$ cat config.mk
export PLATFORM = sky130hd
export DESIGN_NAME = sdram_req_sched
export DESIGN_NICKNAME = d
export VERILOG_FILES = /design/src/rtl/sdram_pkg.sv /design/src/rtl/sdram_rr_pick.sv /design/src/rtl/sdram_req_sched.sv
export SDC_FILE = /design/constraint.sdc
export NUM_CORES = 1
export LEC_CHECK = 0
export CAP_MARGIN = 20
export CORE_MARGIN = 10
export CORE_UTILIZATION = 39
export CTS_CLUSTER_SIZE = 25
export DETAILED_ROUTE_END_ITERATION = 10
export PLACE_DENSITY = 0.87
export SYNTH_ARGS = -nofsm -noshare
export SYNTH_HDL_FRONTEND = slang
export SYNTH_HIERARCHICAL = 1
export SYNTH_SLANG_ARGS = --single-unit
$ cat constraint.sdc
create_clock -name sclk -period 2.2 [get_ports sclk]
set_input_delay 0.33 -clock sclk [delete_from_list [all_inputs] [get_ports sclk]]
set_output_delay 0.33 -clock sclk [all_outputs]
set_load 0.02 [all_outputs]
$ cat src/rtl/sdram_pkg.sv
// Shared SDRAM definitions: scheduler state encoding, address field split and default limits.
package sdram_pkg;

  typedef enum logic [4:0] {
    S_IDLE  = 5'b00001,
    S_ISSUE = 5'b00010,
    S_WAIT  = 5'b00100,
    S_DONE  = 5'b01000,
    S_GAP   = 5'b10000
  } sched_state_t;

  localparam int unsigned BANK_W          = 2;
  localparam int unsigned ROW_W           = 12;
  localparam int unsigned COL_W           = 8;
  localparam int unsigned SDRAM_ADDR_W    = BANK_W + ROW_W + COL_W;
  localparam int unsigned DEFAULT_TIMEOUT = 4096;

endpackage

$ cat src/rtl/sdram_rr_pick.sv
// Combinational round-robin picker: first valid client after ptr, wrapping modulo NUM_REQ.
module sdram_rr_pick #(
  parameter int unsigned NUM_REQ = 4,
  parameter int unsigned IDX_W   = $clog2(NUM_REQ)
) (
  input  logic [NUM_REQ-1:0] req_valid,
  input  logic [IDX_W-1:0]   ptr,
  output logic               any_valid,
  output logic [IDX_W-1:0]   winner
);

  logic [IDX_W-1:0] idx;

  always_comb begin
    any_valid = |req_valid;
    winner    = '0;
    idx       = '0;
    // Scan from the farthest candidate back toward ptr+1 so the nearest valid client is kept.
    for (int unsigned i = NUM_REQ; i >= 1; i--) begin
      idx = IDX_W'((32'(ptr) + i) % NUM_REQ);
      if (req_valid[idx]) winner = idx;
    end
  end

endmodule

$ cat src/rtl/sdram_req_sched.sv
// Round-robin burst request scheduler in front of the SDRAM read/write engine, with burst timeout.
module sdram_req_sched
  import sdram_pkg::*;
#(
  parameter int unsigned NUM_REQ = 4,
  parameter int unsigned ADDR_W  = SDRAM_ADDR_W,
  parameter int unsigned LEN_W   = 9,
  parameter int unsigned TIMEOUT = DEFAULT_TIMEOUT
) (
  input  logic                       sclk,
  input  logic                       srst,
  input  logic                       init_done,
  input  logic [NUM_REQ-1:0]         req_valid,
  input  logic [NUM_REQ-1:0]         req_wr,
  input  logic [NUM_REQ*ADDR_W-1:0]  req_addr,
  input  logic [NUM_REQ*LEN_W-1:0]   req_len,
  output logic [NUM_REQ-1:0]         req_ready,
  output logic [NUM_REQ-1:0]         req_done,
  output logic                       cmd_trig,
  output logic                       cmd_wr,
  output logic [ADDR_W-1:0]          cmd_addr,
  output logic [LEN_W-1:0]           cmd_len,
  input  logic                       cmd_done,
  output logic                       busy,
  output logic [$clog2(NUM_REQ)-1:0] grant_id,
  output logic                       timeout_err
);

  localparam int unsigned      IDX_W = $clog2(NUM_REQ);
  localparam int unsigned      CNT_W = $clog2(TIMEOUT);
  localparam logic [CNT_W-1:0] LIMIT = CNT_W'(TIMEOUT - 1);
  localparam logic [NUM_REQ-1:0] ONE = NUM_REQ'(1);

  sched_state_t     state, next_state;
  logic [IDX_W-1:0] ptr;
  logic [IDX_W-1:0] pick_idx;
  logic             pick_any;
  logic             grant;
  logic             timeout_hit;
  logic [CNT_W-1:0] cnt;

  sdram_rr_pick #(
    .NUM_REQ (NUM_REQ),
    .IDX_W   (IDX_W)
  ) u_pick (
    .req_valid (req_valid),
    .ptr       (ptr),
    .any_valid (pick_any),
    .winner    (pick_idx)
  );

  always_comb begin
    next_state  = state;
    grant       = 1'b0;
    timeout_hit = 1'b0;
    case (state)
      S_IDLE: begin
        if (init_done && pick_any) begin
          grant      = 1'b1;
          next_state = S_ISSUE;
        end
      end
      S_ISSUE: next_state = (cmd_len != '0) ? S_WAIT : S_DONE;
      S_WAIT: begin
        if (cmd_done) begin
          next_state = S_DONE;
        end else if (cnt == LIMIT) begin
          timeout_hit = 1'b1;
          next_state  = S_GAP;
        end
      end
      S_DONE:  next_state = S_GAP;
      S_GAP:   next_state = S_IDLE;
      default: next_state = S_IDLE;
    endcase
  end

  // Pulses are registered one state ahead so they appear during ISSUE/DONE/GAP themselves.
  always_ff @(posedge sclk) begin
    if (srst) begin
      state       <= S_IDLE;
      ptr         <= IDX_W'(NUM_REQ - 1);
      cnt         <= '0;
      grant_id    <= '0;
      cmd_wr      <= 1'b0;
      cmd_addr    <= '0;
      cmd_len     <= '0;
      req_ready   <= '0;
      req_done    <= '0;
      cmd_trig    <= 1'b0;
      busy        <= 1'b0;
      timeout_err <= 1'b0;
    end else begin
      state       <= next_state;
      busy        <= (next_state != S_IDLE);
      req_ready   <= '0;
      req_done    <= '0;
      cmd_trig    <= 1'b0;
      timeout_err <= 1'b0;

      if (state == S_ISSUE || state == S_WAIT) cnt <= cnt + 1'b1;

      if (grant) begin
        grant_id  <= pick_idx;
        cmd_wr    <= req_wr[pick_idx];
        cmd_addr  <= req_addr[pick_idx*ADDR_W +: ADDR_W];
        cmd_len   <= req_len[pick_idx*LEN_W +: LEN_W];
        req_ready <= ONE << pick_idx;
        cmd_trig  <= (req_len[pick_idx*LEN_W +: LEN_W] != '0);
        cnt       <= '0;
      end

      if (next_state == S_DONE) req_done <= ONE << grant_id;
      if (timeout_hit) timeout_err <= 1'b1;
      if (state == S_DONE || timeout_hit) ptr <= grant_id;
    end
  end

endmodule

# ---- Yosys cells after proc, flatten, opt, wreduce, memory -nomap -nowiden
# Cells that the tools add are included.
dict set report totals {
  register_bits 64
  mem_count 0
  latchBits 0
  rom_bits 0
  out_inout_bits 45
  inputBits 136
  ramBits 0
}
dict set report op_classes {
  addsub 5
  multipliers 2
  muxes 25
  div_mod_pow 0
  n_bitwise 2
  n_shift 4
  n_lt_le_gt_ge 5
  eq_ne 7
  n_reduce_logical 9
}
# cell n
set ops {}
lappend ops {{$shiftx A88 B8 Y22} 1}
lappend ops {{$shiftx A36 B7 Y9} 1}
lappend ops {{$pmux W5 S4} 1}
lappend ops {{$reduce_bool A9 Y1} 2}
lappend ops {{$lt A2 B3 Y1 const B} 5}
lappend ops {{$mux W5} 3}
lappend ops {{$add A12 B1 Y12 const B} 1}
lappend ops {{$eq A12 B12 Y1 const B} 1}
lappend ops {{$mul A2 B4 Y6 const B} 2}
lappend ops {{$mux W1} 11}
lappend ops {{$bmux W1 S2} 5}
lappend ops {{$eq A5 B4 Y1 const B} 2}
lappend ops {{$mux W2} 4}
lappend ops {{$shl A1 B2 Y4 const A} 2}
lappend ops {{$reduce_or A2 Y1} 3}
lappend ops {{$eq A5 B1 Y1 const B} 1}
lappend ops {{$eq A5 B2 Y1 const B} 1}
lappend ops {{$eq A5 B3 Y1 const B} 1}
lappend ops {{$ne A5 B1 Y1 const B} 1}
lappend ops {{$add A2 B1 Y2 const B} 2}
lappend ops {{$add A2 B2 Y2 const B} 2}
lappend ops {{$mux W4} 1}
lappend ops {{$reduce_or A4 Y1} 1}
lappend ops {{$logic_or A1 B1 Y1} 2}
lappend ops {{2 further kinds} 3}

# ---- Logic depth before layout (Yosys ltp)
dict set report depth {
  ltp_word 10
  ltp_mapped 8
}

# ---- By module
# Netlist, hierarchy kept.
# module n_inst seq_area_each_um2 area_per_inst_um2 cells_per_inst
set by_module_without_submodules {}
lappend by_module_without_submodules {sdram_req_sched 1 1281.2 3118.0 255}
lappend by_module_without_submodules {sdram_rr_pick 1 0.0 91.3 14}

# ---- Worst setup path before layout
# OpenSTA, ideal clock, no wires.
dict set report synth_path {
  path_type {flip-flop to flip-flop}
  from {register ptr[1]}
  to {register cmd_addr[10]}
  setup_ns 0.117
  period_less_slack_ns 2.054
  n_path_buf 2
  setup_slack_ns 0.146
  stages_incl_launch_ff 8
  arrival_time_ns 1.937
  t_required_ns 2.083
  path_cell_list {dfxtp_1 nand2b_1 a21oi_2 o221ai_2 buf_4 buf_2 mux4_2 a22o_1}
}
dict set report synth_via {
  elab_chain_len 9
}
# element line
set synth_lines {}
lappend synth_lines {{start, declared} sdram_req_sched.sv:35} ;# logic [IDX_W-1:0] ptr;
lappend synth_lines {{start signal, assigned} sdram_req_sched.sv:82} ;# ptr <= IDX_W'(NUM_REQ - 1);
lappend synth_lines {{start signal, assigned} sdram_req_sched.sv:115} ;# if (state == S_DONE || timeout_hit) ptr <= grant_id;
lappend synth_lines {{$add A2 B1 Y2} sdram_rr_pick.sv:20} ;# idx = IDX_W'((32'(ptr) + i) % NUM_REQ);
lappend synth_lines {{$bmux W1 S2} sdram_rr_pick.sv:21} ;# if (req_valid[idx]) winner = idx;
lappend synth_lines {{$mux W1 (implied by the code)} sdram_rr_pick.sv:21}
lappend synth_lines {{$mux W2 (3 in a row)} sdram_rr_pick.sv:21}
lappend synth_lines {{$mux W2 (*)} sdram_rr_pick.sv:21}
lappend synth_lines {{net pick_idx[0]} sdram_req_sched.sv:36} ;# logic [IDX_W-1:0] pick_idx;
lappend synth_lines {{$mul A2 B4 Y6 (*)} sdram_req_sched.sv:106} ;# cmd_addr <= req_addr[pick_idx*ADDR_W +: ADDR_W];
lappend synth_lines {{$shiftx A88 B8 Y22 (*)} sdram_req_sched.sv:106}
lappend synth_lines {{end signal, assigned} sdram_req_sched.sv:106}
lappend synth_lines {{end, declared} sdram_req_sched.sv:21} ;# output logic [ADDR_W-1:0] cmd_addr,
# Mark *: on every way through the listed nets, which the timed path passes. The rest lies on a longest branch. The select of a mux whose other input is x is not followed.
# A chain may end at the register's enable or synchronous reset.

# ---- Final worst setup path
dict set report layout_path {
  from {register ptr[1]}
  to {register cmd_trig}
}
dict set report layout_via {
  elab_chain_len 10
}
# element line
set layout_lines {}
lappend layout_lines {{$add A2 B1 Y2} sdram_rr_pick.sv:20}
lappend layout_lines {{$bmux W1 S2} sdram_rr_pick.sv:21}
lappend layout_lines {{$mux W1 (implied by the code)} sdram_rr_pick.sv:21}
lappend layout_lines {{$mux W2 (3 in a row)} sdram_rr_pick.sv:21}
lappend layout_lines {{$mux W2 (*)} sdram_rr_pick.sv:21}
lappend layout_lines {{net pick_idx[0]} sdram_req_sched.sv:36}
lappend layout_lines {{$mul A2 B4 Y6 (*)} sdram_req_sched.sv:109} ;# cmd_trig <= (req_len[pick_idx*LEN_W +: LEN_W] != '0);
lappend layout_lines {{$shiftx A36 B7 Y9 (*)} sdram_req_sched.sv:109}
lappend layout_lines {{$reduce_bool A9 Y1 (*)} sdram_req_sched.sv:109}
lappend layout_lines {{end signal, assigned} sdram_req_sched.sv:109}
lappend layout_lines {{end, declared} sdram_req_sched.sv:19} ;# output logic cmd_trig,
# Marked as above.

==> results.md <==
- Of all nets on the critical path, the largest fanout is 7.
- The area growth from synthesis to layout is 69.0%.
- The gate count of the mapped netlist is 269.
- A synthesized cell averages 11.9 um2.
- The die covers 12300 um2.
- The post-synthesis cell type count is 47.
- The headroom to the max-slew limit is 0.472.
- Traced cell by cell, the critical path runs through mux2i_2 -> o221ai_4 -> buf_12 -> buf_4 -> mux4_2 -> nor4_2 -> a31oi_1.
- In this run the core area contains 33 standard-cell rows.
- Setup violations remaining at the end of the flow were counted as 0.
- The data required time at the worst endpoint is 2.41 ns.
- The average wire per cell in the routed design is 20.3 um.
- The async set or reset register ratio after synthesis is 0.
- The largest stage delay on the critical path is 0.44 ns.
- For this block, the initial DRC count from the detailed router was 87.
- For this run, the post-layout net count is 600.
- Setup slack on the worst reg-to-reg path comes out at 0.02 ns.
- In the routed layout, each cell is associated on average with a via count of 5.35.
- The die boundary height is 111 um.
- The number of detailed-routing iterations run before antenna repair is 4.
- The Yosys step of the flow raised 6 warnings.
- The count of input and output buffers is 180.
- In this run the clock root is driven by a sky130_fd_sc_hd__clkbuf_8.
- The number of max-slew violations in the final report came to 0.
- For this design the ratio of total power to cell area is 549 nW/um2.
- The worst setup path is captured at a flop.
- The class of the most critical setup path is reg -> reg.
- The H-tree depth reported by CTS is 3.
- Of the cells placed in the final design, the portion with a size suffix greater than 1 is 0.187.
- In this run the cell area of the synthesized design comes to 3210 um2.
- The largest net degree at the start of global routing is 37.
- After detailed routing, the number of remaining DRC violations is 0.
- The detailed-placement wirelength estimate is 9330 um.
- The via count of the first global-routing pass came to 3321.
- Derived from the worst setup path, the maximum achievable clock frequency is 458 MHz.
- The final hold violation count is 0.
- The flow ran to the end, and the final reports show no timing, DRC or antenna violations.
- The clock drives 64 sinks.
- The clock slew seen by the registers of the worst setup and hold paths is 0.07 ns.
- The number of antenna violations at the first check in global routing is 0.
- The largest total area in the synthesized netlist belongs to sky130_fd_sc_hd__dfxtp_1.
- The slew of the pin with the lowest slew margin is 0.790 ns.
- In this run the worst hold path is classified as reg -> reg.
- The tool flagged a number of max-cap violations equal to 0.
- The synthesized design contains 64 register bits.
- The fraction of the core area covered by cells at the end of the flow is 0.670.
- The number of antenna diodes in the final layout is 0.
- Counting flops with a built-in enable in the synthesized netlist gives 0.
- For this design, the slowest cell found on the critical path is sky130_fd_sc_hd__mux4_2.
- The first global-routing pass estimated 17700 um of wire.
- For the worst setup path, the data arrival time is 2.39 ns.
- The maximum vdd drop is 0.259 mV.
- The worst path needs 2.18 ns of the cycle, external delays included.
- The worst clock skew is 0.00614 ns.
- The die width is 111 um.
- TritonCTS built the clock tree.
- For this configuration, the core starts out at a cell density of 0.397.
- Counting the buffers created by CTS gives 9.
- The total nets after synthesis is 406.
- The sequential fraction of the synthesis area is 0.399.
- Yosys attributes the largest share of cell area to sky130_fd_sc_hd__dfxtp_1 (40%), sky130_fd_sc_hd__mux4_2 (22%), sky130_fd_sc_hd__a22o_1 (8.5%).
- Once placement completed, the tool counted placed cells totaling 546.
- The final RePlAce weighted congestion is 0.792.
- The total track usage is 0.177.
- Excluding fillers, the count of instances in the completed layout stands at 571.
- The final layout contains routed wiring with a total length of 11600 um.
- The type of element launching the critical path is a flop.
- The top cell type's share of synthesized area is 0.399.
- The insertion delay of the later-clocked pin in the worst-skew pair is 0.33 ns.
- The global route total overflow is 0.
- The total number of vias is 3056.
- The largest buffer count on any clock path is 2.
- Once detail routing completed, the nets flagged for antenna violations numbered 0.
- The most used flip-flop cell after synthesis is sky130_fd_sc_hd__dfxtp_1.
- The library cells used most frequently in the layout, excluding fill and tap cells, are sky130_fd_sc_hd__clkdlybuf4s50_1 (177), sky130_fd_sc_hd__dfxtp_1 (63), sky130_fd_sc_hd__mux4_2 (32), sky130_fd_sc_hd__a22o_1 (31), sky130_fd_sc_hd__buf_4 (17).
- The count of pins on the block boundary is 181.
- In the finished design, the share of the clock period the worst path needs comes to 0.992.
- The leakage power summed over all cells is 2.03 nW.
- The library cell used most frequently in the layout, excluding fill and tap cells, is sky130_fd_sc_hd__clkdlybuf4s50_1.
- The region available for standard cell placement spans 8090 um2.
==> cell usage after synthesis (2+ instances only) <==
master and instances:
sky130_fd_sc_hd__buf_4 2, sky130_fd_sc_hd__or2_2 2, sky130_fd_sc_hd__or3_1 8, sky130_fd_sc_hd__and2_1 3, sky130_fd_sc_hd__and3_1 3, sky130_fd_sc_hd__buf_6 7
sky130_fd_sc_hd__o221ai_2 2, sky130_fd_sc_hd__a2bb2oi_1 2, sky130_fd_sc_hd__xor2_1 3, sky130_fd_sc_hd__a21oi_1 10, sky130_fd_sc_hd__nand4_1 4, sky130_fd_sc_hd__a22o_1 31
sky130_fd_sc_hd__nor3_1 8, sky130_fd_sc_hd__nand2b_1 4, sky130_fd_sc_hd__nand3_1 4, sky130_fd_sc_hd__a31oi_1 2, sky130_fd_sc_hd__mux2i_1 3, sky130_fd_sc_hd__nor2_1 16
sky130_fd_sc_hd__nand2_1 9, sky130_fd_sc_hd__dfxtp_1 64, sky130_fd_sc_hd__o21ai_0 10, sky130_fd_sc_hd__nor4_1 3, sky130_fd_sc_hd__buf_2 8, sky130_fd_sc_hd__inv_1 7
sky130_fd_sc_hd__mux4_2 32
==> cells by family after synthesis <==
family / share of synthesized area
flops: 0.399
fa+ha+maj: 0.00390
mux: 0.234
buf+inv: 0.0538
xor+xnor: 0.0195
compound gates: 0.146
simple gates: 0.144
==> cell type report <==
class,instances,area (um2)
Fill cell,606,2670
Inverter,8,35.0
Tap cell,105,131
Multi-Input combinational cell,179,1800
Sequential cell,64,1280
Clock inverter,1,5.00
Timing Repair Buffer,201,2020
Clock buffer,13,149
==> per-layer routing <==
metal  up-vias  wire [um]  track usage
met5         -          0            0
li1       1434          -            -
met4         0        235       0.0590
met2       122       6420        0.334
met3        20       1170       0.0887
met1      1480       3780        0.160
==> stage by stage <==
step                setup WS [ns]  cell area (um2)  power, W  TNS (ns)  hold slack, ns
floorplan                   0.146             3210   0.00170         0           0.446
global placement           -0.278             5130   0.00211     -5.92           0.456
detailed placement         -0.349             5130   0.00213     -7.70           0.466
CTS                        0.0119             5310   0.00297         0           0.478
global route              -0.0660             5420   0.00309   -0.0660           0.489
finish                     0.0186             5420   0.00298         0           0.475
==> flip-flops by register name, summed over array words and instances, names as in the netlist, 2 cells and up <==
register,flops
cmd_addr,22
cnt,12
cmd_len,9
state,5
req_done,4
req_ready,4
grant_id,2
ptr,2
==> report_power, final <==
group | internal (W) | total (W) | switching [W]
Clock | 0.000427 | 0.000838 | 0.000411
Sequential | 0.00122 | 0.00127 | 0.0000444
Combinational | 0.000534 | 0.000869 | 0.000336
Total | 0.00219 | 0.00298 | 0.000791
==> worst max-delay path: cells and delay by family, from the launching register on <==
kind                   cells  cell delay (ns)
flip-flops                 1             0.39
AO/OA/AOI/OAI              2             0.31
AND/OR/NAND/NOR            1             0.32
multiplexers               2             0.76
buffers and inverters      2             0.29
==> timing repair <==
item,4_1_cts,5_1_grt
resized for setup,1,8
setup endpoints to repair,1,15
pin swaps,0,3
hold buffers,0,0
buffers inserted,3,8
==> path summary, 6_finish.rpt <==
| kind | depth (start not counted) | start | end |
|---|---|---|---|
| worst max-delay path | 7 | ptr[1]$_SDFFE_PP1P_ | cmd_trig$_SDFF_PP0_ |
| worst min-delay path | 2 | cnt[1]$_SDFFE_PP0P_ | cnt[1]$_SDFFE_PP0P_ |
| worst max register to register | 7 | ptr[1]$_SDFFE_PP1P_ | cmd_trig$_SDFF_PP0_ |
| worst min register to register | 2 | cnt[1]$_SDFFE_PP0P_ | cnt[1]$_SDFFE_PP0P_ |
Power figures use the tool's default switching activity.
==> edit, RTL diff (same settings) <==
`DEFAULT_TIMEOUT`: 4096 -> 8192.
--- a/src/rtl/sdram_pkg.sv
+++ b/src/rtl/sdram_pkg.sv
@@ -13,7 +13,7 @@
   localparam int unsigned ROW_W           = 12;
   localparam int unsigned COL_W           = 8;
   localparam int unsigned SDRAM_ADDR_W    = BANK_W + ROW_W + COL_W;
-  localparam int unsigned DEFAULT_TIMEOUT = 4096;
+  localparam int unsigned DEFAULT_TIMEOUT = 8192;
 
 endpackage
 
Formal check against the unedited RTL: no difference found for any inputs over 4 cycles, from zero or initial values and one cycle with srst high; that may be too few to reach the edited logic, so the function may still have changed.
==> edit against the unedited design <==
Die area is 0.22% higher. Clock skew up 0.0018 ns. Sequential cell count is 1 higher. Via count rose by 3.5%. Cell area up 2.1%. Power is 12% higher. Synthesized area increased by 0.27%. Worst setup slack gained 0.031 ns. Wire length rose by 3.0%.
==> edit: results (changes against the unedited design) <==
run status - finished clean
DP Area - 5260 µm² (+2.5%)
vias in the first global route - 3510 (+5.7%)
DRT Wirelength - 12000 µm (+3.0%)
switching pwr - 818 µW (+3.4%)
WL met1 - 4010 µm (+6.0%)
Combinational Power - 857 µW (-1%)
Met3 Wirelength - 1160 µm (-0.77%)
relative slew slack - 0.303 (-0.169)
CP startpoint - req_valid[1]
Leakage - 0.00204 µW (+0.56%)
Fillers - 580 (-4.3%)
Hold WS - 0.485 ns (+0.0104 ns)
dpl cells - 559 (+2.4%)
Layout Skew - 0.00789 ns (+0.00175 ns)
PD cells - 600 nW/µm² (+9.2%)
Synth Instances - 276 (+2.6%)
clock share of power - 0.353 (+0.071)
critical path fanouts, max - 9 (+2)
nets@finish - 608 (+1.3%)
Tmin final - 2.15 ns (-0.0313 ns)
WHS Endpoint - cmd_addr[17]$_SDFFE_PP0P_
Top Registers - cmd_addr: 22 flops, cnt: 13 flops, cmd_len: 9 flops
count of cell types in the netlist - 49 (+4.3%)
max incr delay on CP - 0.46 ns (+0.02 ns)
CP max stage cell - clkdlybuf4s50_1
crit path DAT - 2.36 ns (-0.03 ns)
Syn Nets - 413 (+1.7%)
register area share after synthesis - 0.404 (+0.00513)
met3 Use GR - 0.0990 (+0.0103)
non-filler cells, final - 580 (+1.6%)
met2 WL - 6600 µm (+2.9%)
share of cells above drive strength 1 - 0.179 (-0.00775)
worst hold stages - 1 (-1)
Total GRT Usage - 0.189 (+0.0115)
initial detailed-routing violation count - 109 (+25%)
pre-CTS setup slack - -0.421 ns (-0.0723 ns)
Peak VDD IR - 0.294 mV (+13%)
critical path's top delay family - buffers and inverters
Synth top cells by count - 65 x dfxtp_1, 32 x a22o_1, 32 x mux4_2, 16 x nor2_1, 11 x a21oi_1
DP Wirelength - 9910 µm (+6.2%)
met1 Use GR - 0.171 (+0.0111)
first-pass GRT wire length - 19000 µm (+7.4%)
r2r setup slk - 0.12 ns (+0.10 ns)
via count - 3164 (+3.5%)
## edit: cell types whose count changed after synthesis, moves of 2 or more
| cell | delta |
|---|---|
| nor2b_1 | +2 |
| xnor2_1 | +3 |
| buf_2 | +2 |
| o21ai_0 | -3 |
| o31ai_1 | +4 |
| buf_6 | -6 |
| nor3_1 | +2 |
| xor2_1 | -2 |
| o21a_1 | +2 |
| or4_1 | +4 |
| clkbuf_1 | +3 |
| nor4_1 | -2 |
## edit: what timing repair did
action                     CTS  global route
gates resized for setup      3             2
setup endpoints to repair    1            26
pin swaps                    2             2
gates cloned                 0             0
setup buffers                3             3
## edit: cell families after synthesis
group	share of synthesized area
mux	0.233
compound gates	0.154
fa+ha+maj	0.00389
xor+xnor	0.0222
buf+inv	0.0416
simple gates	0.141
flops	0.404
## edit: cell type report
class,instances,share of cell area
Clock buffer,13,0.0305
Sequential cell,65,0.236
Inverter,9,0.00610
Tap cell,105,0.0237
Multi-Input combinational cell,183,0.328
Timing Repair Buffer,203,0.365
Clock inverter,2,0.0108
